### config.mk
export PLATFORM = sky130hd
export DESIGN_NAME = mem_port_arbiter_flat
export DESIGN_NICKNAME = d
export VERILOG_FILES = /design/src/rtl/mem_port_arbiter_if.sv /design/src/rtl/mem_port_arbiter.sv /design/src/flat_wrapper.sv
export SDC_FILE = /design/constraint.sdc
export NUM_CORES = 1
export LEC_CHECK = 0
export ABC_AREA = 1
export CORE_MARGIN = 3
export CORE_UTILIZATION = 41
export DETAILED_ROUTE_END_ITERATION = 7
export HOLD_SLACK_MARGIN = 0.1
export PLACE_DENSITY = 0.8
export SLEW_MARGIN = 5
export SYNTH_ARGS = -nofsm -noshare
export SYNTH_HDL_FRONTEND = slang
export SYNTH_SLANG_ARGS = --single-unit
export TNS_END_PERCENT = 1
### constraint.sdc
create_clock -name CLK -period 1.55 [get_ports CLK]
set_input_delay 0.31 -clock CLK [delete_from_list [all_inputs] [get_ports CLK]]
set_output_delay 0.31 -clock CLK [all_outputs]
set_load 0.1 [all_outputs]
### src/rtl/mem_port_arbiter_if.sv
// -----------------------------------------------------------------------------
// mem_port_arbiter_if
// Bundles every handshake and memory-bus signal of mem_port_arbiter.
//   Fetch port : IReq, IAddr -> IAck, IRData
//   Data port  : DReq, DWe, DAddr, DWData, DBe -> DAck, DRData
//   Memory     : MemEn, MemWe, MemBe, MemAddr, MemWData -> MemRData
//   Status     : Busy
// Modports:
//   slave  - the arbiter's view (requests and MemRData in, everything else out)
//   master - the environment's view (core ports plus memory model)
// -----------------------------------------------------------------------------
interface mem_port_arbiter_if #(
    parameter int ADDR_W = 32,
    parameter int DATA_W = 32
);
    localparam int BE_W = DATA_W / 8;

    logic              IReq;
    logic [ADDR_W-1:0] IAddr;
    logic              IAck;
    logic [DATA_W-1:0] IRData;

    logic              DReq;
    logic              DWe;
    logic [ADDR_W-1:0] DAddr;
    logic [DATA_W-1:0] DWData;
    logic [BE_W-1:0]   DBe;
    logic              DAck;
    logic [DATA_W-1:0] DRData;

    logic              MemEn;
    logic              MemWe;
    logic [BE_W-1:0]   MemBe;
    logic [ADDR_W-1:0] MemAddr;
    logic [DATA_W-1:0] MemWData;
    logic [DATA_W-1:0] MemRData;

    logic              Busy;

    modport slave (
        input  IReq, IAddr, DReq, DWe, DAddr, DWData, DBe, MemRData,
        output IAck, IRData, DAck, DRData,
               MemEn, MemWe, MemBe, MemAddr, MemWData, Busy
    );

    modport master (
        output IReq, IAddr, DReq, DWe, DAddr, DWData, DBe, MemRData,
        input  IAck, IRData, DAck, DRData,
               MemEn, MemWe, MemBe, MemAddr, MemWData, Busy
    );
endinterface

### src/rtl/mem_port_arbiter.sv
// -----------------------------------------------------------------------------
// mem_port_arbiter
// Shares one single-port memory between the instruction-fetch port (I) and
// the load/store port (D) of the core. One access is in flight at a time:
// IDLE -> ISSUE (MemEn) -> WAIT (MEM_LAT cycles) -> RESP (Ack) -> IDLE.
// D wins ties unless I has been passed over STARVE_MAX times in a row.
//
// Ports:
//   CLK, RST    clock and synchronous active-high reset
//   bus         mem_port_arbiter_if.slave (I/D request ports, memory bus, Busy)
//   IGrantCnt   (ARB_STATS_EN only) number of I grants, wraps mod 2^32
//   DGrantCnt   (ARB_STATS_EN only) number of D grants, wraps mod 2^32
//   ConflictCnt (ARB_STATS_EN only) IDLE cycles with IReq and DReq both high
//
// Optional feature: define ARB_STATS_EN to add the three statistics counters.
// -----------------------------------------------------------------------------
module mem_port_arbiter #(
    parameter int ADDR_W     = 32,
    parameter int DATA_W     = 32,
    parameter int MEM_LAT    = 2,
    parameter int STARVE_MAX = 4
) (
    input  logic                 CLK,
    input  logic                 RST,
    mem_port_arbiter_if.slave    bus
`ifdef ARB_STATS_EN
    ,
    output logic [31:0]          IGrantCnt,
    output logic [31:0]          DGrantCnt,
    output logic [31:0]          ConflictCnt
`endif
);

    localparam int BE_W     = DATA_W / 8;
    localparam int CNT_W    = $clog2(MEM_LAT + 1);
    localparam int STARVE_W = $clog2(STARVE_MAX + 1);

    localparam logic [CNT_W-1:0]    WAIT_RELOAD = CNT_W'(MEM_LAT - 1);
    localparam logic [STARVE_W-1:0] STARVE_LIM  = STARVE_W'(STARVE_MAX);

    typedef enum logic [1:0] {
        S_IDLE  = 2'd0,
        S_ISSUE = 2'd1,
        S_WAIT  = 2'd2,
        S_RESP  = 2'd3
    } state_t;

    state_t              r_state;
    logic [CNT_W-1:0]    r_wait_cnt;
    logic [STARVE_W-1:0] r_starve;
    logic                r_sel_d;      // current transaction belongs to D

    logic                r_mem_en;
    logic                r_mem_we;
    logic [BE_W-1:0]     r_mem_be;
    logic [ADDR_W-1:0]   r_mem_addr;
    logic [DATA_W-1:0]   r_mem_wdata;

    logic                r_iack;
    logic                r_dack;
    logic [DATA_W-1:0]   r_irdata;
    logic [DATA_W-1:0]   r_drdata;
    logic                r_busy;

    logic                w_d_wins;
    logic                w_i_wins;
    logic [BE_W-1:0]     w_d_be;

    // Grant decision is only acted on in IDLE; starvation forces I once the
    // counter has saturated while I is still waiting.
    assign w_d_wins = bus.DReq & ~(bus.IReq & (r_starve >= STARVE_LIM));
    assign w_i_wins = bus.IReq & ~w_d_wins;

    // Loads access the full word; only stores honour DBe.
    for (genvar gi = 0; gi < BE_W; gi++) begin : g_d_be
        assign w_d_be[gi] = ~bus.DWe | bus.DBe[gi];
    end

    always_ff @(posedge CLK) begin
        if (RST) begin
            r_state     <= S_IDLE;
            r_wait_cnt  <= '0;
            r_starve    <= '0;
            r_sel_d     <= 1'b0;
            r_mem_en    <= 1'b0;
            r_mem_we    <= 1'b0;
            r_mem_be    <= '0;
            r_mem_addr  <= '0;
            r_mem_wdata <= '0;
            r_iack      <= 1'b0;
            r_dack      <= 1'b0;
            r_irdata    <= '0;
            r_drdata    <= '0;
            r_busy      <= 1'b0;
        end else begin
            // Strobes are single-cycle; they are re-asserted only where needed.
            r_mem_en <= 1'b0;
            r_iack   <= 1'b0;
            r_dack   <= 1'b0;

            case (r_state)
                S_IDLE: begin
                    if (!bus.IReq) begin
                        r_starve <= '0;
                    end
                    // Mem* registers are loaded here so they are already valid
                    // in the ISSUE cycle and hold until the next grant.
                    if (w_d_wins) begin
                        r_sel_d     <= 1'b1;
                        r_mem_en    <= 1'b1;
                        r_mem_we    <= bus.DWe;
                        r_mem_be    <= w_d_be;
                        r_mem_addr  <= bus.DAddr;
                        r_mem_wdata <= bus.DWData;
                        r_busy      <= 1'b1;
                        r_state     <= S_ISSUE;
                        if (bus.IReq && (r_starve < STARVE_LIM)) begin
                            r_starve <= r_starve + 1'b1;
                        end
                    end else if (w_i_wins) begin
                        r_sel_d     <= 1'b0;
                        r_mem_en    <= 1'b1;
                        r_mem_we    <= 1'b0;
                        r_mem_be    <= '1;
                        r_mem_addr  <= bus.IAddr;
                        r_busy      <= 1'b1;
                        r_starve    <= '0;
                        r_state     <= S_ISSUE;
                    end
                end

                S_ISSUE: begin
                    r_wait_cnt <= WAIT_RELOAD;
                    r_state    <= S_WAIT;
                end

                S_WAIT: begin
                    if (r_wait_cnt == '0) begin
                        // Last WAIT cycle: MemRData is valid now, so capture it
                        // and raise the Ack for the RESP cycle.
                        if (r_sel_d) begin
                            r_dack <= 1'b1;
                            if (!r_mem_we) begin
                                r_drdata <= bus.MemRData;
                            end
                        end else begin
                            r_iack   <= 1'b1;
                            r_irdata <= bus.MemRData;
                        end
                        r_state <= S_RESP;
                    end else begin
                        r_wait_cnt <= r_wait_cnt - 1'b1;
                    end
                end

                S_RESP: begin
                    r_busy  <= 1'b0;
                    r_state <= S_IDLE;
                end

                default: begin
                    r_busy  <= 1'b0;
                    r_state <= S_IDLE;
                end
            endcase
        end
    end

    assign bus.MemEn    = r_mem_en;
    assign bus.MemWe    = r_mem_we;
    assign bus.MemBe    = r_mem_be;
    assign bus.MemAddr  = r_mem_addr;
    assign bus.MemWData = r_mem_wdata;
    assign bus.IAck     = r_iack;
    assign bus.DAck     = r_dack;
    assign bus.IRData   = r_irdata;
    assign bus.DRData   = r_drdata;
    assign bus.Busy     = r_busy;

`ifdef ARB_STATS_EN
    logic [31:0] r_igrant_cnt;
    logic [31:0] r_dgrant_cnt;
    logic [31:0] r_conflict_cnt;

    always_ff @(posedge CLK) begin
        if (RST) begin
            r_igrant_cnt   <= '0;
            r_dgrant_cnt   <= '0;
            r_conflict_cnt <= '0;
        end else if (r_state == S_IDLE) begin
            if (w_d_wins) begin
                r_dgrant_cnt <= r_dgrant_cnt + 32'd1;
            end else if (w_i_wins) begin
                r_igrant_cnt <= r_igrant_cnt + 32'd1;
            end
            if (bus.IReq && bus.DReq) begin
                r_conflict_cnt <= r_conflict_cnt + 32'd1;
            end
        end
    end

    assign IGrantCnt   = r_igrant_cnt;
    assign DGrantCnt   = r_dgrant_cnt;
    assign ConflictCnt = r_conflict_cnt;
`endif

endmodule

### src/flat_wrapper.sv
// flat-port wrapper written by rule: the top's interface ports become plain ports
module mem_port_arbiter_flat 
#(
    parameter int ADDR_W     = 32,
    parameter int DATA_W     = 32,
    parameter int MEM_LAT    = 2,
    parameter int STARVE_MAX = 4
)
  (CLK, RST, bus_IReq, bus_IAddr, bus_DReq, bus_DWe, bus_DAddr, bus_DWData, bus_DBe, bus_MemRData, bus_IAck, bus_IRData, bus_DAck, bus_DRData, bus_MemEn, bus_MemWe, bus_MemBe, bus_MemAddr, bus_MemWData, bus_Busy);
  mem_port_arbiter_if #(.ADDR_W(ADDR_W), .DATA_W(DATA_W)) bus_i ();
  input  logic CLK;
  input  logic RST;
  input wire logic [$bits(bus_i.IReq)-1:0] bus_IReq;
  input wire logic [$bits(bus_i.IAddr)-1:0] bus_IAddr;
  input wire logic [$bits(bus_i.DReq)-1:0] bus_DReq;
  input wire logic [$bits(bus_i.DWe)-1:0] bus_DWe;
  input wire logic [$bits(bus_i.DAddr)-1:0] bus_DAddr;
  input wire logic [$bits(bus_i.DWData)-1:0] bus_DWData;
  input wire logic [$bits(bus_i.DBe)-1:0] bus_DBe;
  input wire logic [$bits(bus_i.MemRData)-1:0] bus_MemRData;
  output wire logic [$bits(bus_i.IAck)-1:0] bus_IAck;
  output wire logic [$bits(bus_i.IRData)-1:0] bus_IRData;
  output wire logic [$bits(bus_i.DAck)-1:0] bus_DAck;
  output wire logic [$bits(bus_i.DRData)-1:0] bus_DRData;
  output wire logic [$bits(bus_i.MemEn)-1:0] bus_MemEn;
  output wire logic [$bits(bus_i.MemWe)-1:0] bus_MemWe;
  output wire logic [$bits(bus_i.MemBe)-1:0] bus_MemBe;
  output wire logic [$bits(bus_i.MemAddr)-1:0] bus_MemAddr;
  output wire logic [$bits(bus_i.MemWData)-1:0] bus_MemWData;
  output wire logic [$bits(bus_i.Busy)-1:0] bus_Busy;
  assign bus_i.IReq = bus_IReq;
  assign bus_i.IAddr = bus_IAddr;
  assign bus_i.DReq = bus_DReq;
  assign bus_i.DWe = bus_DWe;
  assign bus_i.DAddr = bus_DAddr;
  assign bus_i.DWData = bus_DWData;
  assign bus_i.DBe = bus_DBe;
  assign bus_i.MemRData = bus_MemRData;
  assign bus_IAck = bus_i.IAck;
  assign bus_IRData = bus_i.IRData;
  assign bus_DAck = bus_i.DAck;
  assign bus_DRData = bus_i.DRData;
  assign bus_MemEn = bus_i.MemEn;
  assign bus_MemWe = bus_i.MemWe;
  assign bus_MemBe = bus_i.MemBe;
  assign bus_MemAddr = bus_i.MemAddr;
  assign bus_MemWData = bus_i.MemWData;
  assign bus_Busy = bus_i.Busy;
  mem_port_arbiter #(.ADDR_W(ADDR_W), .DATA_W(DATA_W), .MEM_LAT(MEM_LAT), .STARVE_MAX(STARVE_MAX)) u_core (.CLK(CLK), .RST(RST), .bus(bus_i));
endmodule
==> impl_metrics.env <==
export IMPL_totalWireLength_mm=20.3
export IMPL_synth_seq_cells=145
export IMPL_final_area_mm2=0.0110
export IMPL_overflow=0
export IMPL_clk_pin_slew_ns=0.07
export IMPL_syn_area_mm2=0.00582
export IMPL_dp_cells=1252
export IMPL_fp_dieArea_mm2=0.0157
export IMPL_fmax_mhz=673
export IMPL_period_needed_ns=1.49
export IMPL_drive_gt1_share_pct=19.8
export IMPL_setup_viol=0
export IMPL_p_comb_share_pct=59.4
export IMPL_fillers=836
export IMPL_slew_viol_final=0
export IMPL_syn_to_final_growth_pct=88.8
export IMPL_clk_latency_ns=0.42
export IMPL_hold_buffers=0
export IMPL_skew_ns=0.00983
export IMPL_worstPathArrival_ns=1.79
export IMPL_gp_congestion=0.880
export IMPL_yosysWarningCount=0
export IMPL_routedWlPerCell_um=15.8
export IMPL_critPathMaxStageDelay_ns=0.31
export IMPL_p_clk_share_pct=17.1
export IMPL_place_hpwl_mm=14.1
export IMPL_synthDistinctLibCells=18
export IMPL_vdd_drop_max_mv=1.82
export IMPL_rows=42
export IMPL_grt_pass1_wl_mm=30.2
export IMPL_vias_per_cell=4.85
export IMPL_synth_cells=826
export IMPL_drt_pass1_iter_count=5
export IMPL_swShare_pct=49.3
export IMPL_power_leakage_uw=0.00484
export IMPL_pin_count=274
export IMPL_antenna_cells=0
export IMPL_drcViolationCount=0
export IMPL_crit_fanout=26
export IMPL_syn_num_nets=970
export IMPL_worst_pin_slew_ns=0.285
export IMPL_power_density_mw_per_mm2=2230
export IMPL_end_kind="register"
export IMPL_cts_setup_buffers=0
export IMPL_worst_slack_ns=0.0637
export IMPL_cts_buffer_depth=2
export IMPL_cp_required_ns=1.85
export IMPL_dieWidth_um=125
export IMPL_die_h_um=125
export IMPL_crit_path_start_kind="register"
export IMPL_seqPwrFrac_pct=23.5
export IMPL_p_int_uw=12400
export IMPL_cts_tree="done"
export IMPL_start_util_pct=43.0
export IMPL_drtIter0Drc=354
export IMPL_slew_headroom_pct=80.8
export IMPL_status="complete, no violations"
export IMPL_synth_area_per_cell_um2=7.05
export IMPL_clockRootBuffer="clkbuf_16"
export IMPL_grt_pass1_vias=6001
export IMPL_clkSinkCount=145
export IMPL_fin_setup_tns_ns=0
export IMPL_finalHoldViolCount=0
export IMPL_fin_cells=1286
export IMPL_grt_max_degree=58
export IMPL_antenna_found_initial=0
export IMPL_critical_path_class="register to register"
export IMPL_vias=6234
export IMPL_fin_nets=1243
export IMPL_maxCapViolations=0
export IMPL_slowest_stage="dfxtp_1"
export IMPL_io_buffers=273
export IMPL_critPathBufInv=3
export IMPL_design_core_area_mm2=0.0136
export IMPL_hold_path_class="primary input to register"
export IMPL_worst_path_most_repeated_cell="inv_2"
export IMPL_placed_area_mm2=0.0102
export IMPL_finalCritPeriodShare_pct=95.9
export IMPL_postRouteAntennaNets=0
export IMPL_critPathTopFamily="buffers and inverters"
export IMPL_numCtsBuffers=17
export IMPL_dpl_worst_slack_ns=-0.185
export IMPL_grt_usage_pct=23.8
export IMPL_p_sw_uw=12100
export IMPL_yosysSeqAreaShare_pct=49.8
export IMPL_cp_cell_sequence="inv_2 -> ha_4 -> nand2_2 -> inv_2 -> nand3b_1 -> buf_12 -> o21ai_0 -> nor2_1"
export IMPL_htree_num_levels=4
-- worst paths after layout --
path / cells past startpoint / start / to / slack [ns]
min reg2reg: 2 / u_core.r_starve[0] / u_core.r_starve[0] / 0.49
max: 8 / u_core.r_state[0] / u_core.bus.DRData[24] / 0.06
min: 3 / bus_DWData[26] / u_core.bus.MemWData[26] / 0.48
max reg2reg: 8 / u_core.r_state[0] / u_core.bus.DRData[24] / 0.06
-- cells in the final DEF, fill, tap and decap left out, drive strengths merged, types with 5 or more instances in the layout --
cell / Yosys / final
ha: 7 / 7
nand3b: 5 / 5
nor2: 275 / 275
clkbuf: 25 / 22
clkdlybuf4s50: 0 / 136
o21ai: 99 / 99
nand2: 149 / 149
nand3: 37 / 37
buf: 27 / 167
inv: 47 / 49
dfxtp: 145 / 145
a21oi: 9 / 9
-- sequential cells by signal, summed over array words and instances, names as in the netlist --
register / count
u_core.r_starve: 3
u_core.bus.DRData: 32
u_core.bus.MemWData: 32
u_core.r_wait_cnt: 2
u_core.r_sel_d: 1
u_core.bus.MemAddr: 32
u_core.bus.IAck: 1
u_core.bus.MemEn: 1
u_core.bus.Busy: 1
u_core.r_state: 2
u_core.bus.MemWe: 1
u_core.bus.IRData: 32
u_core.bus.MemBe: 4
u_core.bus.DAck: 1
-- final cells by class --
cell class / instances / area [um2] / share of cell area (%)
repair buffers: 306 / 4570 / 41.5
flip-flops and latches: 145 / 2910 / 26.4
multi-input cells: 582 / 2530 / 23.0
clock buffers: 19 / 443 / 4.03
well taps: 176 / 220 / 2.00
inverters: 47 / 178 / 1.62
clock inverters: 11 / 156 / 1.42
-- synthesized netlist by cell type (all sizes together) --
cell type / instances / area, um2
buf: 27 / 180
nor2: 275 / 1040
a21oi: 9 / 45.0
a2bb2oi: 1 / 8.76
clkbuf: 25 / 93.8
nand3b: 5 / 37.5
o21ai: 99 / 495
nand2: 149 / 572
inv: 47 / 176
nand3: 37 / 185
ha: 7 / 87.6
dfxtp: 145 / 2900
-- worst reg2reg max path, cell delays in order (launching register included) --
cell      delay (ns)
dfxtp_1         0.31
inv_2           0.07
ha_4            0.15
nand2_2         0.06
inv_2           0.05
nand3b_1        0.17
buf_12          0.22
o21ai_0         0.25
nor2_1          0.08
-- power by group through the flow --
stage	Sequential [uW]	Combinational (uW)	Clock, uW
3_5_place_dp	5800	14300	0
5_1_grt	5860	15200	4400
4_1_cts	5750	14400	4250
6_report	5760	14600	4200
3_3_place_gp	5750	14100	0
2_1_floorplan	11900	2530	0
-- per-stage QoR --
| step | hold WS [ns] | power, uW | utilization (%) |
|---|---|---|---|
| 6_report | 0.479 | 24500 | 81.1 |
| 3_5_place_dp | 0.469 | 20100 | 75.6 |
| 3_3_place_gp | 0.457 | 19900 | 75.6 |
| 5_1_grt | 0.477 | 25500 | 81.1 |
| 2_1_floorplan | 0.443 | 14400 | - |
| 4_1_cts | 0.466 | 24400 | 80.1 |
-- layer usage --
metal	global-route usage, %	vias to the layer above	routed length [um]
met5	0	-	0
met4	11.8	0	811
met3	6.57	50	1400
met2	42.3	231	10600
met1	26.1	2845	7500
li1	-	3108	-
-- cell families (layout without fill, tap and decap cells) --
kind of cell / after synthesis / after routing / share of synthesized area, %
AND/OR/NAND/NOR: 466 / 466 / 31.5
AO/OA/AOI/OAI: 109 / 109 / 9.43
buffers and inverters: 99 / 383 / 7.73
adder cells (fa/ha/maj): 7 / 7 / 1.50
flip-flops: 145 / 145 / 49.8
-- timing repair --
action | 4_1_cts | 5_1_grt
endpoints found under the setup margin | 4 | 71
cloned | 0 | 4
gates resized for setup | 5 | 22
pin swaps | 0 | 5
hold endpoints to repair | 0 | 0
Power figures use the tool's default switching activity.
